`config.mk`:
```
export PLATFORM = sky130hd
export DESIGN_NAME = clint_timer
export DESIGN_NICKNAME = d
export VERILOG_FILES = /design/src/rtl/clint_pkg.sv /design/src/rtl/clint_prescaler.sv /design/src/rtl/clint_timer.sv
export SDC_FILE = /design/constraint.sdc
export NUM_CORES = 1
export LEC_CHECK = 0
export CAP_MARGIN = 10
export CORE_MARGIN = 2
export CORE_UTILIZATION = 60
export DETAILED_ROUTE_END_ITERATION = 6
export GPL_TIMING_DRIVEN = 0
export MAX_ROUTING_LAYER = met4
export PLACE_DENSITY = 0.81
export SYNTH_ARGS = -nofsm -noshare
export SYNTH_HDL_FRONTEND = slang
export SYNTH_SLANG_ARGS = --single-unit
```
`constraint.sdc`:
```
create_clock -name clk -period 2.65 [get_ports clk]
set_clock_uncertainty 0.15 [all_clocks]
set_input_delay 0.53 -clock clk [delete_from_list [all_inputs] [get_ports clk]]
set_output_delay 0.53 -clock clk [all_outputs]
set_load 0.005 [all_outputs]
```
`src/rtl/clint_pkg.sv`:
```
// Shared definitions for the CLINT timer block: register offsets, handshake
// states and small decode/merge helpers used by the top.
package clint_pkg;

  localparam logic [7:0] CLINT_MTIME_LO      = 8'h00;
  localparam logic [7:0] CLINT_MTIME_HI      = 8'h04;
  localparam logic [7:0] CLINT_MSIP          = 8'h08;
  localparam logic [7:0] CLINT_MTIMECMP_BASE = 8'h10;
  localparam logic [7:0] CLINT_HART_STRIDE   = 8'h08;

  localparam logic [63:0] MTIMECMP_RESET = 64'hFFFF_FFFF_FFFF_FFFF;

  typedef enum logic [1:0] {
    ST_IDLE = 2'd0,
    ST_RESP = 2'd1,
    ST_GAP  = 2'd2
  } clint_state_e;

  function automatic logic is_cmp_off(input logic [7:0] off);
    return off >= CLINT_MTIMECMP_BASE;
  endfunction

  // Hart index of an mtimecmp offset; may exceed the number of harts served.
  function automatic logic [7:0] cmp_slot(input logic [7:0] off);
    return (off - CLINT_MTIMECMP_BASE) / CLINT_HART_STRIDE;
  endfunction

  function automatic logic cmp_upper(input logic [7:0] off);
    return ((off - CLINT_MTIMECMP_BASE) % CLINT_HART_STRIDE) >= 8'd4;
  endfunction

  function automatic logic [31:0] merge_be(input logic [31:0] old_val,
                                           input logic [31:0] new_val,
                                           input logic [3:0]  be);
    logic [31:0] res;
    res = old_val;
    for (int i = 0; i < 4; i++) begin
      if (be[i]) res[8*i +: 8] = new_val[8*i +: 8];
    end
    return res;
  endfunction

endpackage

```
`src/rtl/clint_prescaler.sv`:
```
// Divides the system clock down to the mtime tick rate; tick_o is high on the
// cycle the counter wraps from TICK_DIV-1 back to zero.
module clint_prescaler #(
  parameter int TICK_DIV = 1
) (
  input  logic clk,
  input  logic rst_n,
  output logic tick_o
);

  localparam int CW = (TICK_DIV > 1) ? $clog2(TICK_DIV) : 1;
  localparam logic [CW-1:0] LAST = CW'(TICK_DIV - 1);

  logic [CW-1:0] cnt_q, cnt_d;

  assign tick_o = (cnt_q == LAST);

  always_comb begin
    cnt_d = cnt_q + 1'b1;
    if (tick_o) cnt_d = '0;
  end

  always_ff @(posedge clk or negedge rst_n) begin
    if (!rst_n) cnt_q <= '0;
    else        cnt_q <= cnt_d;
  end

endmodule

```
`src/rtl/clint_timer.sv`:
```
// Machine timer / software interrupt slave: mtime, per-hart mtimecmp and msip,
// served through a three-phase req/ready handshake (IDLE, RESP, GAP).
module clint_timer
  import clint_pkg::*;
#(
  parameter int NUM_HARTS = 2,
  parameter int TICK_DIV  = 1
) (
  input  logic                 clk,
  input  logic                 rst_n,
  input  logic [31:0]          bus_addr,
  input  logic [31:0]          bus_wdata,
  input  logic [3:0]           bus_be,
  input  logic                 bus_we,
  input  logic                 bus_req,
  output logic [31:0]          bus_rdata,
  output logic                 bus_ready,
  output logic [NUM_HARTS-1:0] timer_irq,
  output logic [NUM_HARTS-1:0] soft_irq
);

  clint_state_e state_q, state_d;
  logic         accept;
  logic         wrCommit;
  logic [7:0]   reqOff;
  logic         unused_addr_bits;

  logic [7:0]   off_q;
  logic         we_q;
  logic [31:0]  wdata_q;
  logic [3:0]   be_q;
  logic [31:0]  rdata_q;
  logic [31:0]  rdVal;

  logic                       tick;
  logic [63:0]                mtime_q, mtime_d;
  logic [NUM_HARTS-1:0][63:0] cmp_q, cmp_d;
  logic [NUM_HARTS-1:0]       msip_q, msip_d;
  logic [NUM_HARTS-1:0]       tirq_q, tirq_d;
  logic [NUM_HARTS-1:0]       sirq_q;

  // Only the word offset within the 256-byte window is decoded.
  assign reqOff           = {bus_addr[7:2], 2'b00};
  assign unused_addr_bits = ^{bus_addr[31:8], bus_addr[1:0]};

  clint_prescaler #(.TICK_DIV(TICK_DIV)) u_prescaler (
    .clk    (clk),
    .rst_n  (rst_n),
    .tick_o (tick)
  );

  always_comb begin
    state_d = state_q;
    accept  = 1'b0;
    case (state_q)
      ST_IDLE: begin
        if (bus_req) begin
          accept  = 1'b1;
          state_d = ST_RESP;
        end
      end
      ST_RESP: state_d = ST_GAP;
      ST_GAP:  state_d = ST_IDLE;
      default: state_d = ST_IDLE;
    endcase
  end

  assign bus_ready = (state_q == ST_RESP);
  assign bus_rdata = bus_ready ? rdata_q : '0;
  assign wrCommit  = bus_ready && we_q;

  // Read data is captured at accept time, so it reflects the registers then.
  always_comb begin
    rdVal = '0;
    if (reqOff == CLINT_MTIME_LO) begin
      rdVal = mtime_q[31:0];
    end else if (reqOff == CLINT_MTIME_HI) begin
      rdVal = mtime_q[63:32];
    end else if (reqOff == CLINT_MSIP) begin
      rdVal[NUM_HARTS-1:0] = msip_q;
    end else if (is_cmp_off(reqOff)) begin
      for (int h = 0; h < NUM_HARTS; h++) begin
        if (cmp_slot(reqOff) == 8'(h)) begin
          rdVal = cmp_upper(reqOff) ? cmp_q[h][63:32] : cmp_q[h][31:0];
        end
      end
    end
  end

  // Written mtime bytes override the incremented value without any carry.
  always_comb begin
    mtime_d = mtime_q + 64'(tick);
    msip_d  = msip_q;
    cmp_d   = cmp_q;
    if (wrCommit) begin
      if (off_q == CLINT_MTIME_LO) mtime_d[31:0]  = merge_be(mtime_d[31:0], wdata_q, be_q);
      if (off_q == CLINT_MTIME_HI) mtime_d[63:32] = merge_be(mtime_d[63:32], wdata_q, be_q);
      if (off_q == CLINT_MSIP && be_q[0]) msip_d = wdata_q[NUM_HARTS-1:0];
      if (is_cmp_off(off_q)) begin
        for (int h = 0; h < NUM_HARTS; h++) begin
          if (cmp_slot(off_q) == 8'(h)) begin
            if (cmp_upper(off_q)) cmp_d[h][63:32] = merge_be(cmp_q[h][63:32], wdata_q, be_q);
            else                  cmp_d[h][31:0]  = merge_be(cmp_q[h][31:0], wdata_q, be_q);
          end
        end
      end
    end
  end

  always_comb begin
    tirq_d = '0;
    for (int h = 0; h < NUM_HARTS; h++) begin
      tirq_d[h] = (mtime_q >= cmp_q[h]);
    end
  end

  always_ff @(posedge clk or negedge rst_n) begin
    if (!rst_n) begin
      state_q <= ST_IDLE;
      off_q   <= '0;
      we_q    <= 1'b0;
      wdata_q <= '0;
      be_q    <= '0;
      rdata_q <= '0;
    end else begin
      state_q <= state_d;
      if (accept) begin
        off_q   <= reqOff;
        we_q    <= bus_we;
        wdata_q <= bus_wdata;
        be_q    <= bus_be;
        rdata_q <= rdVal;
      end
    end
  end

  always_ff @(posedge clk or negedge rst_n) begin
    if (!rst_n) begin
      mtime_q <= '0;
      cmp_q   <= {NUM_HARTS{MTIMECMP_RESET}};
      msip_q  <= '0;
      tirq_q  <= '0;
      sirq_q  <= '0;
    end else begin
      mtime_q <= mtime_d;
      cmp_q   <= cmp_d;
      msip_q  <= msip_d;
      tirq_q  <= tirq_d;
      sirq_q  <= msip_q;
    end
  end

  assign timer_irq = tirq_q;
  assign soft_irq  = sirq_q;

endmodule
```
Word-level counts from Yosys, hierarchy flattened
Index checks and enable logic that the tools add are counted.
{"block": "totals", "wordCells": 97, "latch_bits": 0, "mem_count": 0, "output_inout_bits": 37, "reg_bits": 276, "romBits": 0, "mem_bits_rw": 0}
{"block": "op_classes", "n_addsub": 4, "n_reduce_logical": 24, "bitwise": 2, "mul": 0, "order_cmp": 6, "mux": 26, "n_shift": 0, "eq_ne": 8, "n_div": 0}
{"operator": "$mux W32", "n": 10}
{"operator": "$ge A64 B64 Y1", "n": 2}
{"operator": "$reduce_and A5 Y1", "n": 16}
{"operator": "$add A64 B1 Y64", "n": 1}
{"operator": "$mux W64", "n": 1}
{"operator": "$mux W8", "n": 8}
{"operator": "$logic_not A8 Y1", "n": 4}
{"operator": "$mux W30", "n": 1}
{"operator": "$ge A8 B5 Y1 const B", "n": 2}
{"operator": "$sub A8 B5 Y8 const B", "n": 2}
{"operator": "$eq A6 B1 Y1 const B", "n": 2}
{"operator": "$eq A6 B2 Y1 const B", "n": 2}
{"operator": "$eq A5 B1 Y1 const B", "n": 2}
{"operator": "$ge A3 B3 Y1 const B", "n": 2}
{"operator": "$mux W2", "n": 2}
{"operator": "$pmux W2 S2", "n": 1}
{"operator": "$mux W1", "n": 3}
{"operator": "$eq A2 B1 Y1 const B", "n": 1}
{"operator": "$logic_and A1 B1 Y1", "n": 2}
{"operator": "$logic_not A2 Y1", "n": 1}
{"operator": "$ne A2 B2 Y1 const B", "n": 1}
{"operator": "$not A1 Y1", "n": 2}
{"operator": "$reduce_and A2 Y1", "n": 1}
{"operator": "$add A1 B1 Y1 const B", "n": 1}

Depth between registers and ports, before layout
Gate-level depths: netlist of run 1.
{"block": "logic_depth", "word_depth": 9, "mapped_depth": 9}

Hierarchy
From an unflattened synthesis of run 1, not the netlist that was laid out.
{"block": "hier_totals", "hier_cells": 1888, "hier_area_um2": 16430.8}
{"mod": "clint_timer", "n_inst": 1, "area_each_um2": 16419.5, "cells_each": 1886}
{"mod": "clint_prescaler", "n_inst": 1, "area_each_um2": 11.3, "cells_each": 2}

Least setup slack after synthesis of run 1
OpenSTA, ideal clock, no wires.
{"block": "synth_timing", "path_kind": "reg-to-reg", "start": "register mtime_q[1]", "end": "register mtime_q[60]", "slack_ns": 0.344, "arrival_time_ns": 2.074, "path_stages_with_launch": 9, "n_path_buf": 1, "synth_period_minus_slack_ns": 2.306, "cell_sequence": "dfrtp_1 ha_1 nand4_2 nor4_4 and2_4 nand3_4 buf_6 or3_1 a31oi_1"}
{"block": "synth_between", "elab_chain_len": 4}
{"element": "start: declaration", "line": "clint_timer.sv:36", "source": "logic [63:0] mtime_q, mtime_d;"}
{"element": "start signal: assignment", "line": "clint_timer.sv:145", "source": "mtime_q <= mtime_d;"}
{"element": "$add A64 B1 Y64 (*)", "line": "clint_timer.sv:92", "source": "mtime_d = mtime_q + 64'(tick);"}
{"element": "$mux W8", "line": "clint_pkg.sv:38", "source": "if (be[i]) res[8*i +: 8] = new_val[8*i +: 8];"}
{"element": "$mux W32", "line": "clint_timer.sv:97", "source": "if (off_q == CLINT_MTIME_HI) mtime_d[63:32] = merge_be(mtime_d[63:32], wdata_q, be_q);"}
{"element": "$mux W64 (*)", "line": "clint_timer.sv:95", "source": "if (wrCommit) begin"}
{"element": "net mtime_d[60]", "line": "clint_timer.sv:36"}
Mark *: on every way through the listed nets, which the timed path passes. The rest lies on a longest branch.
A chain may end at the register's enable or synchronous reset.

Worst setup path after layout of run 1
{"block": "layout_timing", "start": "register cmp_q[39] in the netlist's numbering", "end": "register tirq_q[0], in the netlist timer_irq[0]"}
{"block": "layout_between", "elab_chain_len": 1}
{"element": "start: declaration", "line": "clint_timer.sv:37", "source": "logic [NUM_HARTS-1:0][63:0] cmp_q, cmp_d;"}
{"element": "start signal: assignment", "line": "clint_timer.sv:140", "source": "cmp_q <= {NUM_HARTS{MTIMECMP_RESET}};"}
{"element": "start signal: assignment", "line": "clint_timer.sv:146", "source": "cmp_q <= cmp_d;"}
{"element": "$ge A64 B64 Y1", "line": "clint_timer.sv:113", "source": "tirq_d[h] = (mtime_q >= cmp_q[h]);"}
{"element": "net tirq_d[0]", "line": "clint_timer.sv:39", "source": "logic [NUM_HARTS-1:0] tirq_q, tirq_d;"}
{"element": "end signal: assignment", "line": "clint_timer.sv:148", "source": "tirq_q <= tirq_d;"}
{"element": "end: declaration", "line": "clint_timer.sv:39"}
The timed path passes the listed nets, and every way through them passes these cells.

==> results.txt, run 1 <==
The worst setup path is launched from a flip-flop. Minimum clock period: 2640 ps. After clock tree synthesis, the clock-pin slew on the worst setup and hold paths is 60 ps. On the critical path the largest part of the delay comes from compound AO/OA/AOI/OAI gates. The routed layout has 14029 vias.

The synthesized netlist devotes 11.2% of its cell area to compound gates. The simple logic cell fraction of the synthesized area is 17.4%, and the final standard cell count with taps included and fillers excluded is 2226. The final hold violation count is 0. After synthesis, the cell types taking the most area are sky130_fd_sc_hd__dfrtp_1 (22%), sky130_fd_sc_hd__dfstp_2 (20%), sky130_fd_sc_hd__ha_1 (10%), sky130_fd_sc_hd__nand2_1 (7.4%), sky130_fd_sc_hd__o21ai_0 (4.8%). Based on the critical path, the design can be clocked at up to 0.378 GHz. Compared with the post-synthesis result, the final layout area differs by 16.9%. The number of input and output port buffers inserted is 80, and the per-cell via count in the routed design is 6.30.

The clock tree root driver cell was sky130_fd_sc_hd__clkbuf_16. The maximum single-stage delay on the critical path is 550 ps. Detailed placement finished with a half-perimeter wire length of 35.9 mm. The combinational cell fraction of total power was 31.0%. The source-to-sink clock delay at the later pin of the worst-skew pair came out at 570 ps.

The number of nets still failing antenna checks after routing was 0. The core region is 27000 um2. The highest net fanout along the worst path works out to 4. The number of H-tree levels is 1, and the max-cap check violation count is 0.

The dominant register cell in the synthesized netlist is sky130_fd_sc_hd__dfrtp_1. After detailed routing, the number of remaining DRC violations is 0. The commonest cells after synthesis are sky130_fd_sc_hd__nand2_1 (325), sky130_fd_sc_hd__o21ai_0 (158), sky130_fd_sc_hd__dfrtp_1 (147), sky130_fd_sc_hd__inv_1 (142), sky130_fd_sc_hd__ha_1 (134). The arithmetic-cell share of the synthesized area counting full adders, half adders and majority gates was 10.2%; the final weighted congestion in routability-driven placement was 1.05.

The global-route wire length before repair is 77.7 mm, and the number of distinct library cells after synthesis is 59. VDD sags by at most 0.000747 V. The library cell appearing most often on the critical path was sky130_fd_sc_hd__o21ai_2.

For this design the static power due to leakage is 8.40 nW. The worst hold margin came out at 264 ps. The count of final max-slew check failures came out at 0. Clock share of power: 29.7%.

STA classifies the critical path endpoint as a flip-flop. Counting tap cells, the placed design contains a total of 2157 instances. The mean routed wirelength per cell was 22.1 um; the post-synthesis cell count was 1734.

Width of the chip: 170 um. The run finished with clean final reports. Summed over its instances, the top area cell type makes up 22.3% of the synthesized netlist area. The number of placed I/O pins is 109, and the number of clock sinks is 275. Measured along the y axis, the die boundary spans 170 um.

After Yosys synthesis, XOR and XNOR cells account for 2.55% of the synthesized area. The proportion of power drawn by flip-flops and latches was 39.4%; the number of antenna violations at the first check in global routing was 0. Dividing total power by cell area gives a power density of 748 nW/um2. The routed design has 49.3 mm of wire. Power comes to 14.4 mW. The slowest stage of the critical path is the sky130_fd_sc_hd__dfstp_2 cell. Final period utilization: 99.8%.

The largest family of logic cells by synthesized area was simple AND/OR/NAND/NOR gates. The share of synthesized area occupied by flip-flops and latches came out at 42.8%. The buffer levels on the longest clock path came out at 3.

Setup repair after global routing left no endpoint under its margin. Global routing used 36.1% of the available tracks across all layers. The largest net degree at the start of global routing was 106; the count of warnings emitted by yosys was 0. Summing every instance area after synthesis gives 16500 um2.

The fraction of final layout cells sized beyond drive strength 1 works out to 21.7%. The tools report the number of optimization iterations in the first detailed-route pass as 6. The switching power summed over all nets is 5.30 mW, and the synthesized area per cell is 9.50 um2. Data arrives at the worst endpoint at 2920 ps.

Summed over all layers, the global routing overflow is 0. The first routing iteration left 1365 violations. The final layout contains 2065 nets. After floorplanning, the core was divided into 60 placement rows. Most numerous cell in the Yosys netlist: sky130_fd_sc_hd__nand2_1. The synthesized design contains 0 enable-type register cells. At the pin with the least slew margin, the transition time is 811 ps. The switching share of power was 36.8%. The number of nets handed over by synthesis was 1940. For the worst setup path, the data required time is 2930 ps.

The count of endpoints failing setup in the final report is 0, and the die outline area is 28800 um2. The worst setup path is of the reg -> reg kind. The worst hold path belongs to the class reg -> reg. TritonCTS built the clock tree. The synthesized design contains 275 register bits. The post-synthesis mux area share is 10.9%.

In the synthesized netlist the async set-or-reset flop fraction comes to 100%. The number of global-route vias before repair was 13817. Traced cell by cell, the critical path runs through inv_1 -> ha_4 -> a2111oi_2 -> o21ai_1 -> o21ai_2 -> o211ai_1 -> a211oi_2 -> o21ai_2. The run gives 30 as the total CTS buffers. The run gives 61.1% as the starting density of the core. The top cell type by total area after synthesis is sky130_fd_sc_hd__dfrtp_1. The worst path buffer plus inverter count is 1. The worst pin sits at a relative slew slack of 45.9%. Internal power consumption: 9.10 mW.
area by class of cell:
cell class | instances | area, um2
inverter | 143 | 537
fill | 2022 | 7700
tap | 341 | 427
timing repair buffer | 102 | 1010
multi-input combinational | 1245 | 8880
buffer | 62 | 333
clock inverter | 13 | 120
sequential | 275 | 7050
clock buffer | 43 | 891
antenna | 2 | 5.00
final timing paths:
path | from | endpoint | slack [ps] | cells past startpoint
worst max-delay path | cmp_q[39] | timer_irq[0] | 6 | 8
worst min-delay path | msip_q[0] | soft_irq[0] | 260 | 0
worst max register to register | cmp_q[39] | timer_irq[0] | 6 | 8
worst min register to register | msip_q[0] | soft_irq[0] | 260 | 0
max in group asynchronous | rst_n | cmp_q[57] | 1020 | 3
min in group asynchronous | rst_n | wdata_q[12] | 360 | 2
timing repair:
item / in CTS / in global routing
endpoints found under the setup margin: 248 / 242
buffers inserted: 11 / 5
endpoints found under the hold margin: 51 / 0
pin swaps: 7 / 12
resized for setup: 113 / 68
cloned: 3 / 0
hold buffers: 1 / 0
routing by layer:
metal	wire (um)	global-route usage, %	vias to the layer above	share of wire (%)
met5	0	-	-	0
li1	-	-	6297	-
met3	4700	7.39	152	9.5
met1	20000	47.3	6870	41
met4	2230	15.5	0	4.5
met2	22400	54.9	710	45
logic make-up after synthesis:
group,after synthesis
AOI/OAI and AO/OA,321
xor gates and xnor gates,48
DFF,275
buffers and inverters,214
muxes,131
and+or+nand+nor,611
adders and majority gates,134
flip-flops by register name, summed over array words and instances, names as in the netlist:
register,flops
state_q,2
rdata_q,32
we_q,1
cmp_q,128
msip_q,2
soft_irq,2
mtime_q,64
wdata_q,32
off_q,6
timer_irq,2
be_q,4
cell usage in the layout, fill, tap and decap left out, types with 8 or more instances in the layout:
master	Yosys	layout
sky130_fd_sc_hd__mux2i_1	31	31
sky130_fd_sc_hd__nand3_1	27	26
sky130_fd_sc_hd__nand4_1	40	40
sky130_fd_sc_hd__dlygate4sd2_1	0	14
sky130_fd_sc_hd__and2_1	39	39
sky130_fd_sc_hd__nor2_1	91	79
sky130_fd_sc_hd__mux2_2	68	68
sky130_fd_sc_hd__and3_1	20	20
sky130_fd_sc_hd__or3_1	10	9
sky130_fd_sc_hd__nand2_1	325	316
sky130_fd_sc_hd__clkbuf_1	55	31
sky130_fd_sc_hd__dfstp_2	128	128
sky130_fd_sc_hd__xor2_1	32	32
sky130_fd_sc_hd__ha_1	134	132
sky130_fd_sc_hd__inv_1	142	142
sky130_fd_sc_hd__clkbuf_16	0	32
sky130_fd_sc_hd__buf_4	2	17
sky130_fd_sc_hd__clkdlybuf4s50_1	0	46
sky130_fd_sc_hd__clkdlybuf4s15_1	0	14
sky130_fd_sc_hd__dfrtp_2	0	8
sky130_fd_sc_hd__clkbuf_8	0	12
sky130_fd_sc_hd__o21ai_0	158	153
sky130_fd_sc_hd__a31oi_1	45	44
sky130_fd_sc_hd__a21o_1	20	20
sky130_fd_sc_hd__clkbuf_2	0	21
sky130_fd_sc_hd__dfrtp_1	147	139
sky130_fd_sc_hd__nor2_4	0	10
sky130_fd_sc_hd__nand2_2	0	9
sky130_fd_sc_hd__buf_2	12	10
sky130_fd_sc_hd__xnor2_1	16	16
sky130_fd_sc_hd__a21oi_1	51	51
sky130_fd_sc_hd__o21ai_1	5	8
sky130_fd_sc_hd__mux4_2	32	32
sky130_fd_sc_hd__and4_1	10	9
sky130_fd_sc_hd__clkinv_2	0	8
power by group through the flow:
| stage | logic, mW | clock network, mW | registers (mW) |
|---|---|---|---|
| global route | 4.80 | 4.50 | 5.72 |
| CTS | 4.10 | 4.33 | 5.62 |
| detailed placement | 3.84 | 0 | 5.67 |
| finish | 4.46 | 4.27 | 5.67 |
| global placement | 3.70 | 0 | 5.65 |
| floorplan | 2.49 | 0 | 5.29 |
through the flow:
| stage | instance area (um2) | setup slack (ps) | setup TNS, ps | util, % |
|---|---|---|---|---|
| global placement | 17700 | -10600 | -2536450 | 65.7 |
| CTS | 19100 | -18.5 | -111 | 70.9 |
| floorplan | 16500 | 344 | 0 | - |
| finish | 19300 | 5.65 | 0 | 71.4 |
| global route | 19200 | 2.29 | 0 | 71.4 |
| detailed placement | 17800 | -1040 | -93510 | 65.9 |
Note: power is estimated with default switching activity, not from simulation.
==> inputs of run 2 (changes only) <==
CORE_MARGIN = default   (was 2)
CORE_UTILIZATION = 25   (was 60)
PLACE_DENSITY = default   (was 0.81)
==> results.txt, run 2 (synthesized netlist as in run 1, its figures left out) <==
The pre-antenna-repair detailed-routing pass consisted of 5 iterations. Data on the critical path is required at its endpoint by 2940 ps. The worst hold path terminates at soft_irq[0]. In the layout the commonest cells are sky130_fd_sc_hd__nand2_1 (315), sky130_fd_sc_hd__o21ai_0 (154), sky130_fd_sc_hd__dfrtp_1 (145).

The min-delay analysis places its worst path in the category reg -> reg. The register with the most flip-flops in the layout has 128 of them. The standby leakage power was 8.39 nW.

The critical path starts at cmp_q[30]. In this run the cell area measured after placement is 18400 um2. In the post-route analysis, the smallest setup slack over all paths is 21.8 ps.

The initial utilization of the core area, before any placement, comes to 25.4%. The finished cells cover 19900 um2. The run gives 0 as the count of final max-slew check failures. The total CTS buffers is 34. The estimated wirelength of the detail-placed design is 40.7 mm, and the maximum single-stage delay on the critical path is 550 ps. Along the worst path, the maximum fanout reaches 3. The cell count of the worst hold path works out to 0. Setup violations remaining at the end of the flow were counted as 0. The clock transition at the register clock pins on the worst setup and hold paths after CTS works out to 60 ps.

The cell class contributing the biggest share of worst-path delay was simple AND/OR/NAND/NOR gates. The final hold violation count is 0, and the core occupancy in the finished layout is 30.7%. The leading cell type in the layout, fill and taps excluded is sky130_fd_sc_hd__nand2_1.

The fraction of final layout cells sized beyond drive strength 1 is 20.6%, and the post-layout net count is 2060. The register with the most flip-flops in the final layout is cmp_q. Pin placement for this block handled 109 I/O pins. The violation count after the first detailed-routing iteration was 1187; the mean routed wirelength per cell was 19.7 um. The worst path buffer plus inverter count was 1. The logic depth of the worst register-to-register path is 8, and the largest net degree at the start of global routing is 121. In this run the core area contains 93 standard-cell rows.

In the finished design, the share of the clock period the worst path needs comes to 99.2%. The logs give 0 for the number of nets still failing antenna checks after routing and 13505 for the overall via count from detail_route. The flow ran to the end, and the final reports show no timing, DRC or antenna violations. For this run, the number of standard cells in the final layout without fillers is 2735.

The worst register-to-register path begins at cmp_q[30]. Width of the chip: 259 um. The tools report the count of placed standard cells including taps as 2671. After layout, the minimum clock period comes to 2630 ps. For the pin with the worst max-slew slack, the measured transition is 783 ps. Setup repair after global routing could not meet its margin everywhere. Compared with the post-synthesis result, the final layout area differs by 21.0%. The run gives 550 ps as the source-to-sink clock delay at the later pin of the worst-skew pair. STA classifies the critical path endpoint as a flip-flop. CTS built an H-tree with a depth of 2.

The run gives 2 as the number of antenna violations at the first check in global routing. The critical path in this run is classified as reg -> reg. Input and output buffers added on the ports amount to 80. The maximum resistive drop on vdd is 0.000326 V, and the per-cell via count in the routed design is 4.94. Counting along the longest clock path gives a buffer depth of 3. The filler cells instantiated in the layout total 6650. Summed over all layers, the global routing overflow is 0. The die is 259 um tall.

The tools report the hold path startpoint as msip_q[0]. The largest individual stage delay along the critical path comes from the cell sky130_fd_sc_hd__dfstp_2. The power density of the placed cells came out at 738 nW/um2.

The number of global-route vias before repair is 13665. Static timing analysis puts the maximum clock frequency at 0.380 GHz. In the global route stage, overall resource usage came out at 16.8%. The final layout contains routed wiring with a total length of 53.9 mm.

The core region is 64800 um2. The tools report the die outline area as 66900 um2. TritonCTS built the clock tree. The relative max-transition margin came out at 47.8%. Routability-driven placement finished with a final weighted congestion of 0.951. The tools report the global-route wire length before repair as 84.2 mm. Data on the critical path arrives at its endpoint at 2910 ps.

At the placement stage, the worst setup path has a slack of -1190 ps. The max-cap check violation count is 0. The capture point of the worst reg-to-reg path was timer_irq[0]. The largest registers in the layout are cmp_q x128, mtime_q x64. CTS saw 275 sinks.

The critical path goes through inv_1 -> ha_1 -> nand4_1 -> nor4bb_4 -> nand2_2 -> a211oi_4 -> nor4_1 -> o21ai_2. The sort of element at the start of the critical path is a flip-flop. The setup check on the worst reg-to-reg path leaves a slack of 20 ps. The number of DRC violations after detailed routing came out at 0. The tools report the clock tree root driver cell as sky130_fd_sc_hd__clkbuf_16.
-- run 2: changes by cell type in the layout (fill, tap and decap cells not counted), moves of 3 or more --
cell                              delta
sky130_fd_sc_hd__dfrtp_1             +6
sky130_fd_sc_hd__clkbuf_16           +6
sky130_fd_sc_hd__clkbuf_1            +3
sky130_fd_sc_hd__buf_4               -4
sky130_fd_sc_hd__dfrtp_2             -6
sky130_fd_sc_hd__clkbuf_2            -7
sky130_fd_sc_hd__clkdlybuf4s15_1     +5
sky130_fd_sc_hd__clkbuf_8            -8
-- run 2: routing by layer --
layer	up-vias	wire length (um)	global-route usage (%)
li1	6293	-	-
met1	6671	24700	22.7
met2	444	24100	25.5
met3	97	3500	2.54
met4	0	1630	5.62
met5	-	0	-
-- run 2: power breakdown --
| group | leakage (nW) | internal, mW | switching (mW) |
|---|---|---|---|
| Sequential | 3.27 | 4.73 | 0.924 |
| Combinational | 4.57 | 1.79 | 2.53 |
| Clock | 0.552 | 2.83 | 1.89 |
-- run 2: area by class of cell --
type	instances	area, um2	area share [%]
diodes	1	2.50	0.0126
plain buffers	61	350	1.76
clock buffers	47	961	4.82
clock inverters	14	151	0.760
inverters	143	537	2.69
multi-input cells	1245	8850	44.4
flip-flops and latches	275	7040	35.4
well taps	855	1070	5.37
repair buffers	94	956	4.80
-- run 2: through the flow --
| stage | hold WS [ps] | total power [mW] | setup TNS, ps |
|---|---|---|---|
| 2_1_floorplan | 84.4 | 7.78 | 0 |
| 3_3_place_gp | 263 | 9.51 | -2603820 |
| 3_5_place_dp | 275 | 9.60 | -87080 |
| 4_1_cts | 285 | 14.7 | -14.3 |
| 5_1_grt | 300 | 15.5 | -93.8 |
| 6_report | 293 | 14.7 | 0 |
-- run 2: worst max-delay path by stage --
stage	endpoint	depth (start not counted)	slack (ps)
after floorplan	mtime_q[60]	8	340
after global placement	wdata_q[10]	1	-10900
after global routing	mtime_q[27]	7	-20
after CTS	bus_rdata[12]	6	-10
after detailed placement	rdata_q[20]	9	-1190
final	timer_irq[0]	8	20
-- run 2: repair_timing --
action,CTS,global route
setup endpoints to repair,255,167
hold buffers,1,0
buffers inserted,8,3
gates resized for setup,135,26
hold endpoints to repair,32,0
pin swaps,10,11
==> inputs of run 3 (changes only) <==
CORE_UTILIZATION = 54   (was 25)
PLACE_DENSITY = 0.77   (was default)
clock period = 2.3 ns   (was 2.65 ns; I/O delays follow)
==> results.txt, run 3 (synthesized netlist as in run 1, its figures left out) <==
In this run the number of cells on the critical path is 8. From left edge to right edge, the die measures 177 um. In the final design database the tool counted 2131 nets. The run gives 35.0% as the total track usage. The library cells used most frequently in the layout, excluding fill and tap cells, are sky130_fd_sc_hd__nand2_1 (292), sky130_fd_sc_hd__inv_1 (136), sky130_fd_sc_hd__o21ai_0 (129). The number of flip-flops under the largest register name works out to 128. The tools report the number of antenna violations at the first check in global routing as 1. The final reports fail on design-rule violations, negative setup slack. In the final layout, the multi-input gates occupy 9530 um2. The die span in y came out at 177 um.

At the worst endpoint, the required time is 2610 ps. The worst hold path passes through 0 cells. The first global-routing pass estimated 80.7 mm of wire. The run finished, with violations left.

Across the run, the number of max-cap violations was 0. Clock latency on the worst-skew pair, taken at its later pin, is 570 ps. Routability-driven placement finished with a final weighted congestion of 1.02. The number of placed I/O pins is 109, and the worst path buffer plus inverter count is 3. The power density of the placed cells was 870 nW/um2.

The final hold violation count was 0; the maximum single-stage delay on the critical path was 550 ps. The routed design has 53.3 mm of wire. The type of the most critical hold path was reg -> reg. The run gives 49.0% as the relative max-transition margin. Counting the fill cells in the layout gives 2156. The largest registers in the layout are cmp_q x128, mtime_q x64. For the register cell area after layout, the log shows 7090 um2. Net switching is 36.9% of the power. The count of final max-slew check failures was 0. Along the worst path, the maximum fanout reaches 3.

Among the stages of the critical path, the cell type that occurs most often is sky130_fd_sc_hd__buf_4. The worst setup path is launched from a flip-flop. For the number of DRC violations after detailed routing, the log shows 7.

Number of optimization iterations in the first detailed-route pass: 7. Summed over all failing endpoints, the final setup total negative slack is -2570 ps. For the standby leakage power, the log shows 9.03 nW. At the pin with the least slew margin, the transition time is 766 ps.

In the final routed layout, each cell accounts on average for 22.8 um. More flip-flops sit in one register than any other, and that register is cmp_q. Worst-case setup slack after placement: -1290 ps.

Entering global routing, the biggest net connects 112 pins. On the final layout, the worst hold slack is 259 ps. For this design, the slowest cell found on the critical path is sky130_fd_sc_hd__dfstp_2. Leading cell type in the layout, fill and taps excluded: sky130_fd_sc_hd__nand2_1. STA classifies the critical path endpoint as a flip-flop. The final critical-path setup slack is -175 ps. Among cell families on the critical path, the largest total delay comes from simple AND/OR/NAND/NOR gates.

The post-route netlist has 34.1% of its cells at a drive strength greater than 1. Setup repair after global routing could not meet its margin everywhere. The longest clock path from root to sink contains 3 buffers. Traced cell by cell, the critical path runs through inv_1 -> ha_1 -> nand4_1 -> buf_4 -> buf_4 -> nor3_2 -> nor4_1 -> o21ai_1. The critical path is of the reg -> reg type. Compared with the post-synthesis result, the final layout area differs by 26.4%. Detailed routing inserted a total of 14474 vias.

Including well taps, the total number of placed cells is 2206. For this block, the initial DRC count from the detailed router was 1316. For the worst setup path, the data arrival time is 2790 ps. The logs give 63 for the number of placement rows and 0.404 GHz for the peak clock frequency supported by timing. After layout, the design draws a total of 18.1 mW. Once detailed placement completed, the half-perimeter wirelength came to 36.6 mm. The internal power consumption is 11.4 mW.

The run gives 55.3% as the starting density of the core. For the finished layout, the period the worst path requires is 2470 ps. Leaving out filler cells and counting taps, the final layout contains 2340. The per-cell via count in the routed design was 6.19. TritonCTS built the clock tree.

Counting the buffers created by CTS gives 30. During placement, the flow inserted port buffers numbering 80. For the worst flop-to-flop path, the logic depth is 8. The number of H-tree levels came out at 1. The clock share of power came out at 28.9%. The tree is rooted in a sky130_fd_sc_hd__clkbuf_16. The die outline area came out at 31200 um2. For the placeable core area, the log shows 29800 um2. Summed over all nets, the switching power comes to 6.69 mW. Setup violations remaining at the end of the flow were counted as 44.

The logs give 0 for the number of nets still failing antenna checks after routing and 0 for the final global-route overflow total. The logs give 0.000797 V for the maximum resistive drop on vdd and 34.9% for the combinational cell fraction of total power. The number of global-route vias before repair was 14121; the final period utilization was 108%. Per report_power, the sequential group accounts for 36.2% of the total.

CTS saw 275 sinks. After clock tree synthesis, the clock-pin slew on the worst setup and hold paths is 60 ps.
## run 3: path summary, 6_finish.rpt
| path | slack, ps | from | to |
|---|---|---|---|
| worst max-delay path | -170 | cmp_q[27] | timer_irq[0] |
| worst min-delay path | 260 | msip_q[0] | soft_irq[0] |
| worst max register to register | -170 | cmp_q[27] | timer_irq[0] |
| worst min register to register | 260 | msip_q[0] | soft_irq[0] |
| max in group asynchronous | 310 | rst_n | cmp_q[91] |
| min in group asynchronous | 300 | rst_n | wdata_q[11] |
## run 3: layer usage
layer | track usage, % | wire length (um) | part of all wire (%)
met1 | 45.9 | 21600 | 41
met2 | 53.6 | 24700 | 46
met3 | 7.45 | 5060 | 9.5
met4 | 12.3 | 1960 | 3.7
met5 | - | 0 | 0
## run 3: power by group through the flow
| stage | Sequential, mW | Clock, mW | Combinational [mW] |
|---|---|---|---|
| after global routing | 6.61 | 5.46 | 6.74 |
| after CTS | 6.50 | 5.25 | 5.39 |
| final | 6.56 | 5.23 | 6.32 |
| after detailed placement | 6.53 | 0 | 4.39 |
| after floorplan | 6.10 | 0 | 2.87 |
| after global placement | 6.52 | 0 | 4.26 |
## run 3: through the flow
step | cell area (um2) | utilization [%]
finish | 20800 | 69.9
global route | 20800 | 69.9
CTS | 20000 | 67.2
detailed placement | 17800 | 59.8
global placement | 17800 | 59.6
floorplan | 16500 | -
## run 3: area by class of cell
| cell class | count | area share, % |
|---|---|---|
| diodes | 1 | 0.0120 |
| plain buffers | 62 | 2.19 |
| clock buffers | 38 | 4.04 |
| clock inverters | 18 | 1.07 |
| inverters | 143 | 2.58 |
| multi-input cells | 1245 | 45.8 |
| flip-flops and latches | 275 | 34.0 |
| well taps | 390 | 2.34 |
| repair buffers | 168 | 7.96 |
## run 3: timing repair
action                                  in CTS  in global routing
endpoints found under the hold margin       45                  0
endpoints found under the setup margin     288                175
cloned                                       6                  1
gates resized for setup                    378                177
buffers inserted                            47                 33
hold buffers                                 1                  0
pin swaps                                   69                 74
